File: config.mk
export PLATFORM = sky130hd
export DESIGN_NAME = div_seq
export DESIGN_NICKNAME = d
export VERILOG_FILES = /design/src/rtl/div_seq.sv
export SDC_FILE = /design/constraint.sdc
export NUM_CORES = 1
export LEC_CHECK = 0
export ABC_AREA = 1
export BUFFER_PORTS_ARGS = -buffer_cell sky130_fd_sc_hd__clkbuf_2
export CAP_MARGIN = 20
export CORE_MARGIN = 10
export CORE_UTILIZATION = 35
export DETAILED_ROUTE_END_ITERATION = 16
export GPL_ROUTABILITY_DRIVEN = 0
export HOLD_SLACK_MARGIN = 0.1
export PLACE_DENSITY_LB_ADDON = 0.25
export SYNTH_ARGS = -nofsm -noshare
export SYNTH_HDL_FRONTEND = slang
export SYNTH_SLANG_ARGS = --single-unit
File: constraint.sdc
create_clock -name clk -period 6.9 [get_ports clk]
set_clock_uncertainty 0.2 [all_clocks]
set_input_delay 0 -clock clk [delete_from_list [all_inputs] [get_ports clk]]
set_output_delay 0 -clock clk [all_outputs]
set_load 0.1 [all_outputs]
File: src/rtl/div_seq.sv
// div_seq : multi-cycle divide sequencer for the execute stage.
//
// Accepts a DIV/DIVU request, latches the operands and runs a DATA_W-step
// restoring shift-subtract divide. The result is returned as
// {remainder, quotient} with a ready flag. EX holds start_i until it has
// consumed the result. annul_i aborts a pending or running operation.
//
// Ports:
//   clk           system clock, rising edge
//   rst           asynchronous active-high reset
//   signed_div_i  1 = signed divide (DIV), 0 = unsigned (DIVU)
//   opdata1_i     dividend, sampled at acceptance
//   opdata2_i     divisor, sampled at acceptance
//   start_i       request, held high until the result is consumed
//   annul_i       abort the current or pending operation
//   result_o      {remainder, quotient}
//   dbz_o         divide-by-zero flag (only with DIV_ZERO_FLAG_EN)
//   ready_o       result_o valid
//
// Build option: define DIV_ZERO_FLAG_EN to add the dbz_o output.
module div_seq #(
  parameter int DATA_W = 32
) (
  input  logic                clk,
  input  logic                rst,
  input  logic                signed_div_i,
  input  logic [DATA_W-1:0]   opdata1_i,
  input  logic [DATA_W-1:0]   opdata2_i,
  input  logic                start_i,
  input  logic                annul_i,
  output logic [2*DATA_W-1:0] result_o,
`ifdef DIV_ZERO_FLAG_EN
  output logic                dbz_o,
`endif
  output logic                ready_o
);

  localparam int CNT_W = $clog2(DATA_W) + 1;
  localparam logic [CNT_W-1:0]    CNT_ZERO = {CNT_W{1'b0}};
  localparam logic [CNT_W-1:0]    CNT_ONE  = CNT_W'(1);
  localparam logic [CNT_W-1:0]    CNT_LAST = CNT_W'(DATA_W);
  localparam logic [DATA_W-1:0]   ZERO_W   = {DATA_W{1'b0}};
  localparam logic [2*DATA_W-1:0] ZERO_2W  = {(2*DATA_W){1'b0}};

  typedef enum logic [1:0] {
    ST_FREE   = 2'd0,
    ST_BYZERO = 2'd1,
    ST_ON     = 2'd2,
    ST_END    = 2'd3
  } state_t;

  state_t              state_r;
  state_t              state_nxt_s;
  logic [CNT_W-1:0]    cnt_r;
  logic [DATA_W-1:0]   rem_r;      // partial remainder
  logic [DATA_W-1:0]   quo_r;      // dividend bits shifting out, quotient bits shifting in
  logic [DATA_W-1:0]   divisor_r;
  logic                neg_q_r;    // operand signs differ
  logic                neg_r_r;    // dividend was negative

  logic                accept_s;
  logic                neg_a_s;
  logic                neg_b_s;
  logic [DATA_W-1:0]   abs_a_s;
  logic [DATA_W-1:0]   abs_b_s;
  logic [DATA_W:0]     partial_s;
  logic [DATA_W:0]     diff_s;
  logic [DATA_W-1:0]   rem_step_s;
  logic [DATA_W-1:0]   quo_step_s;
  logic [DATA_W-1:0]   quo_fix_s;
  logic [DATA_W-1:0]   rem_fix_s;
  logic [2*DATA_W-1:0] result_nxt_s;
  logic                ready_nxt_s;

  assign accept_s = (state_r == ST_FREE) && start_i && !annul_i;

  // Operand conditioning: magnitudes for the unsigned core, signs kept aside.
  always_comb begin
    neg_a_s = signed_div_i & opdata1_i[DATA_W-1];
    neg_b_s = signed_div_i & opdata2_i[DATA_W-1];
    abs_a_s = neg_a_s ? (ZERO_W - opdata1_i) : opdata1_i;
    abs_b_s = neg_b_s ? (ZERO_W - opdata2_i) : opdata2_i;
  end

  // One restoring step; the shifted remainder needs one extra bit.
  always_comb begin
    partial_s = {rem_r, quo_r[DATA_W-1]};
    diff_s    = partial_s - {1'b0, divisor_r};
    if (!diff_s[DATA_W]) begin
      rem_step_s = diff_s[DATA_W-1:0];
      quo_step_s = {quo_r[DATA_W-2:0], 1'b1};
    end else begin
      rem_step_s = partial_s[DATA_W-1:0];
      quo_step_s = {quo_r[DATA_W-2:0], 1'b0};
    end
  end

  // Sign correction applied when the iteration finishes.
  always_comb begin
    quo_fix_s = neg_q_r ? (ZERO_W - quo_r) : quo_r;
    rem_fix_s = neg_r_r ? (ZERO_W - rem_r) : rem_r;
  end

  // FSM state register.
  always_ff @(posedge clk or posedge rst) begin
    if (rst) begin
      state_r <= ST_FREE;
    end else begin
      state_r <= state_nxt_s;
    end
  end

  // FSM next-state logic.
  always_comb begin
    state_nxt_s = state_r;
    case (state_r)
      ST_FREE: begin
        if (accept_s) begin
          state_nxt_s = (opdata2_i == ZERO_W) ? ST_BYZERO : ST_ON;
        end else begin
          state_nxt_s = ST_FREE;
        end
      end
      ST_BYZERO: begin
        state_nxt_s = annul_i ? ST_FREE : ST_END;
      end
      ST_ON: begin
        if (annul_i) begin
          state_nxt_s = ST_FREE;
        end else if (cnt_r == CNT_LAST) begin
          state_nxt_s = ST_END;
        end else begin
          state_nxt_s = ST_ON;
        end
      end
      ST_END: begin
        state_nxt_s = (!start_i || annul_i) ? ST_FREE : ST_END;
      end
      default: begin
        state_nxt_s = ST_FREE;
      end
    endcase
  end

  // FSM output logic: next values of the registered result and ready.
  always_comb begin
    result_nxt_s = ZERO_2W;
    ready_nxt_s  = 1'b0;
    case (state_r)
      ST_FREE: begin
        result_nxt_s = ZERO_2W;
        ready_nxt_s  = 1'b0;
      end
      ST_BYZERO: begin
        result_nxt_s = ZERO_2W;
        ready_nxt_s  = !annul_i;
      end
      ST_ON: begin
        if (!annul_i && (cnt_r == CNT_LAST)) begin
          result_nxt_s = {rem_fix_s, quo_fix_s};
          ready_nxt_s  = 1'b1;
        end else begin
          result_nxt_s = ZERO_2W;
          ready_nxt_s  = 1'b0;
        end
      end
      ST_END: begin
        if (!start_i || annul_i) begin
          result_nxt_s = ZERO_2W;
          ready_nxt_s  = 1'b0;
        end else begin
          result_nxt_s = result_o;
          ready_nxt_s  = 1'b1;
        end
      end
      default: begin
        result_nxt_s = ZERO_2W;
        ready_nxt_s  = 1'b0;
      end
    endcase
  end

  // Registered outputs.
  always_ff @(posedge clk or posedge rst) begin
    if (rst) begin
      result_o <= ZERO_2W;
      ready_o  <= 1'b0;
    end else begin
      result_o <= result_nxt_s;
      ready_o  <= ready_nxt_s;
    end
  end

  // Datapath: operand latch at acceptance, one divide step per cycle in ON.
  always_ff @(posedge clk or posedge rst) begin
    if (rst) begin
      cnt_r     <= CNT_ZERO;
      rem_r     <= ZERO_W;
      quo_r     <= ZERO_W;
      divisor_r <= ZERO_W;
      neg_q_r   <= 1'b0;
      neg_r_r   <= 1'b0;
    end else if (accept_s) begin
      cnt_r     <= CNT_ZERO;
      rem_r     <= ZERO_W;
      quo_r     <= abs_a_s;
      divisor_r <= abs_b_s;
      neg_q_r   <= neg_a_s ^ neg_b_s;
      neg_r_r   <= neg_a_s;
    end else if ((state_r == ST_ON) && !annul_i && (cnt_r != CNT_LAST)) begin
      cnt_r     <= cnt_r + CNT_ONE;
      rem_r     <= rem_step_s;
      quo_r     <= quo_step_s;
    end
  end

`ifdef DIV_ZERO_FLAG_EN
  logic dbz_nxt_s;

  // Divide-by-zero flag rises with ready out of BYZERO, holds in END.
  always_comb begin
    dbz_nxt_s = 1'b0;
    case (state_r)
      ST_BYZERO: dbz_nxt_s = !annul_i;
      ST_END:    dbz_nxt_s = (!start_i || annul_i) ? 1'b0 : dbz_o;
      default:   dbz_nxt_s = 1'b0;
    endcase
  end

  // Registered divide-by-zero flag.
  always_ff @(posedge clk or posedge rst) begin
    if (rst) begin
      dbz_o <= 1'b0;
    end else begin
      dbz_o <= dbz_nxt_s;
    end
  end
`endif

endmodule

==> flow_metrics.env <==
export IMPL_peakVddDrop_v=0.000168
export IMPL_met2_usage_pct=28.9
export IMPL_synth_top_area_share_pct=32.1
export IMPL_portBuffers=133
export IMPL_syn_inst=2041
export IMPL_rsz0062_at_grt="false"
export IMPL_ios=134
export IMPL_mostFrequentLayoutCell="nand2_1"
export IMPL_numCtsBuffers=17
export IMPL_period_needed_ns=4.45
export IMPL_crit_path_top_delay_cell="inv_2"
export IMPL_outcome="completed"
export IMPL_path_class="flop to flop"
export IMPL_cp_required_ns=7.04
export IMPL_postCtsSetupRepairBufs=0
export IMPL_n_fill_cell=3943
export IMPL_crit_top_cell="inv_1"
export IMPL_vias=14200
export IMPL_start_util_pct=35.4
export IMPL_area_growth_pct=23.6
export IMPL_utilization_pct=43.8
export IMPL_synthSimpleGateAreaFrac_pct=38.1
export IMPL_post_route_drc_count=0
export IMPL_synth_area_leaders="dfrtp_1 32%, nand2_1 18%, inv_1 8.8%, nand3_1 7.2%, nor2_1 4.5%"
export IMPL_endpoint_kind="flop"
export IMPL_fmax_ghz=0.225
export IMPL_worst_pin_slew_ns=1.02
export IMPL_synth_xor_area_share_pct=3.02
export IMPL_mostFrequentLayoutCells="624 x nand2_1, 311 x inv_1, 193 x nand3_1"
export IMPL_grt_pass1_wl_um=74100
export IMPL_synth_avg_cell_area_sq_um=6.53
export IMPL_synth_compound_area_share_pct=11.7
export IMPL_htree_levels=4
export IMPL_core_area_sq_um=37700
export IMPL_multiInputGateArea_sq_um=7540
export IMPL_hold_viol_final=0
export IMPL_use_met3_pct=3.19
export IMPL_p_leak_nw=8.52
export IMPL_setup_tns_ns=0
export IMPL_arrival_ns=4.59
export IMPL_path_max_fanout=38
export IMPL_ys_async_sr_fraction_pct=100
export IMPL_synth_seq_cells=171
export IMPL_path_buf_inv=5
export IMPL_cpPeakStageDelay_ns=0.79
export IMPL_path_clk_slew_ns=0.07
export IMPL_maxCapViolations=0
export IMPL_dieArea_sq_um=46300
export IMPL_fin_nets=2396
export IMPL_ff_latch_area_sq_um=4280
export IMPL_numClockSinks=171
export IMPL_period_share_pct=64.5
export IMPL_die_y_um=215
export IMPL_hold_path_class="primary input to asynchronous set/reset pin"
export IMPL_dp_final_hpwl_um=34600
export IMPL_slew_violations=0
export IMPL_antenna_found_initial=3
export IMPL_setup_viol=0
export IMPL_syn_area_sq_um=13300
export IMPL_synth_edf_count=0
export IMPL_synth_cell_types=51
export IMPL_start_kind="flop"
export IMPL_grt_busiest_layer="met2"
export IMPL_drive_gt1_share_pct=11.7
export IMPL_ys_seq_area_share_pct=32.1
export IMPL_synth_mux_area_share_pct=0
export IMPL_drt_iter0_drc=1099
export IMPL_critPathTopFamily="buffers and inverters"
export IMPL_avgRoutedWirePerCell_um=16.2
export IMPL_cp_cell_sequence="nor2_4, inv_1, nor2_1, nand2_2, inv_2, nor2_2, buf_4, inv_1, o22ai_1, o21bai_1, dlygate4sd3_1"
export IMPL_grt_remaining_overflow=0
export IMPL_drt_pass1_iter_count=5
export IMPL_grt_start_max_net_pins=102
export IMPL_synth_warnings=0
export IMPL_tritoncts="yes"
export IMPL_grt_pass1_vias=13600
export IMPL_synth_main_ff_cell="dfrtp_1"
export IMPL_p_per_area_nw_per_um2=251
export IMPL_clkLatencyLatePin_ns=0.46
export IMPL_grt_met1_usage_pct=28.6
export IMPL_cts_buffer_depth=2
export IMPL_syn_nets=2149
export IMPL_yosys_area_top_type="dfrtp_1"
export IMPL_cts_root_buf="clkbuf_16"
export IMPL_die_x_um=215
export IMPL_ant_nets=0
export IMPL_placementRows=71
export IMPL_grt_total_usage_pct=19.6
export IMPL_synth_top_family_by_area="simple AND/OR/NAND/NOR gates"
export IMPL_yosys_area_share_adder_pct=3.72
export IMPL_routed_via_density=5.06
export IMPL_relSlewSlack_pct=31.6
export IMPL_routed_wl_um=45600
-- path summary, 6_finish.rpt --
check | from | end | slack, ns | cells past startpoint
worst max-delay path | state_r[0]$_DFF_PP0_ | quo_r[28]$_DFFE_PP0P_ | 2.45 | 11
worst min-delay path | rst | result_o[15]$_DFFE_PP0N_ | 0.08 | 3
worst max register to register | state_r[0]$_DFF_PP0_ | quo_r[28]$_DFFE_PP0P_ | 2.45 | 11
worst min register to register | cnt_r[5]$_DFFE_PP0P_ | cnt_r[5]$_DFFE_PP0P_ | 0.27 | 1
max in group asynchronous | rst | divisor_r[2]$_DFFE_PP0P_ | 4.91 | 4
min in group clk | opdata1_i[0] | quo_r[0]$_DFFE_PP0P_ | 0.19 | 4
-- kinds of logic after synthesis --
logic type | count (synthesis)
xor+xnor | 46
flops | 171
compound gates | 263
buf+inv | 381
simple gates | 1141
fa+ha+maj | 39
-- report_power, final --
| group | switching (mW) | internal, mW |
|---|---|---|
| clock | 0.466 | 0.548 |
| sequential | 0.150 | 1.14 |
| combinational | 1.23 | 0.604 |
-- state kept, by name, indices dropped and copies added, names as in the netlist, 2 cells and up --
| register | cells |
|---|---|
| rem_r | 32 |
| quo_r | 32 |
| result_o | 64 |
| state_r | 2 |
| divisor_r | 32 |
| cnt_r | 6 |
-- repair_timing --
item                                   4_1_cts  5_1_grt
hold buffers                               148        0
endpoints found under the hold margin      175        0
resized for setup                            0        0
-- layer usage --
| layer | vias to the layer above | part of all wire (%) | routed length (um) |
|---|---|---|---|
| li1 | 7043 | - | - |
| met1 | 6627 | 49 | 22300 |
| met2 | 497 | 42 | 19300 |
| met3 | 74 | 6.4 | 2940 |
| met4 | 0 | 2.2 | 1020 |
| met5 | - | 0 | 0 |
-- final cells by class --
cell class | count | share of cell area, %
clock buffers | 17 | 2.58
well taps | 511 | 3.88
diodes | 5 | 0.0759
repair buffers | 288 | 13.3
multi-input cells | 1489 | 45.7
inverters | 321 | 7.34
flip-flops and latches | 171 | 26.0
clock inverters | 14 | 1.07
-- synth_stat cells, types with 21 or more instances --
library cell  count
o221ai_1         23
nand3_1         193
dfrtp_1         171
clkbuf_1         29
nand4_1          31
ha_1             38
nor2_1          160
nand2_2          41
xor2_1           33
a21oi_1          55
nor3_1           27
o21ai_0         118
inv_1           312
nand2_1         624
nand3_2          21
-- stage by stage --
stage | setup slack (ns) | hold WS [ns] | power [mW] | instance area (sq um) | instances
4_1_cts | 2.54 | 0.125 | 4.12 | 16500 | 2811
2_1_floorplan | 2.07 | -0.0761 | 2.55 | 13300 | 2041
5_1_grt | 2.12 | 0.159 | 4.44 | 16500 | 2814
6_report | 2.45 | 0.0767 | 4.13 | 16500 | 2816
3_3_place_gp | 3.21 | 0.0448 | 2.99 | 14400 | 2632
3_5_place_dp | 3.11 | 0.0527 | 3.00 | 14400 | 2632
-- worst min-delay path, stage by stage --
cell	delay, ns
dlygate4sd3_1	0.53
clkbuf_2	0.13
inv_6	0.61
No activity file was read; power rests on OpenSTA's default activity.
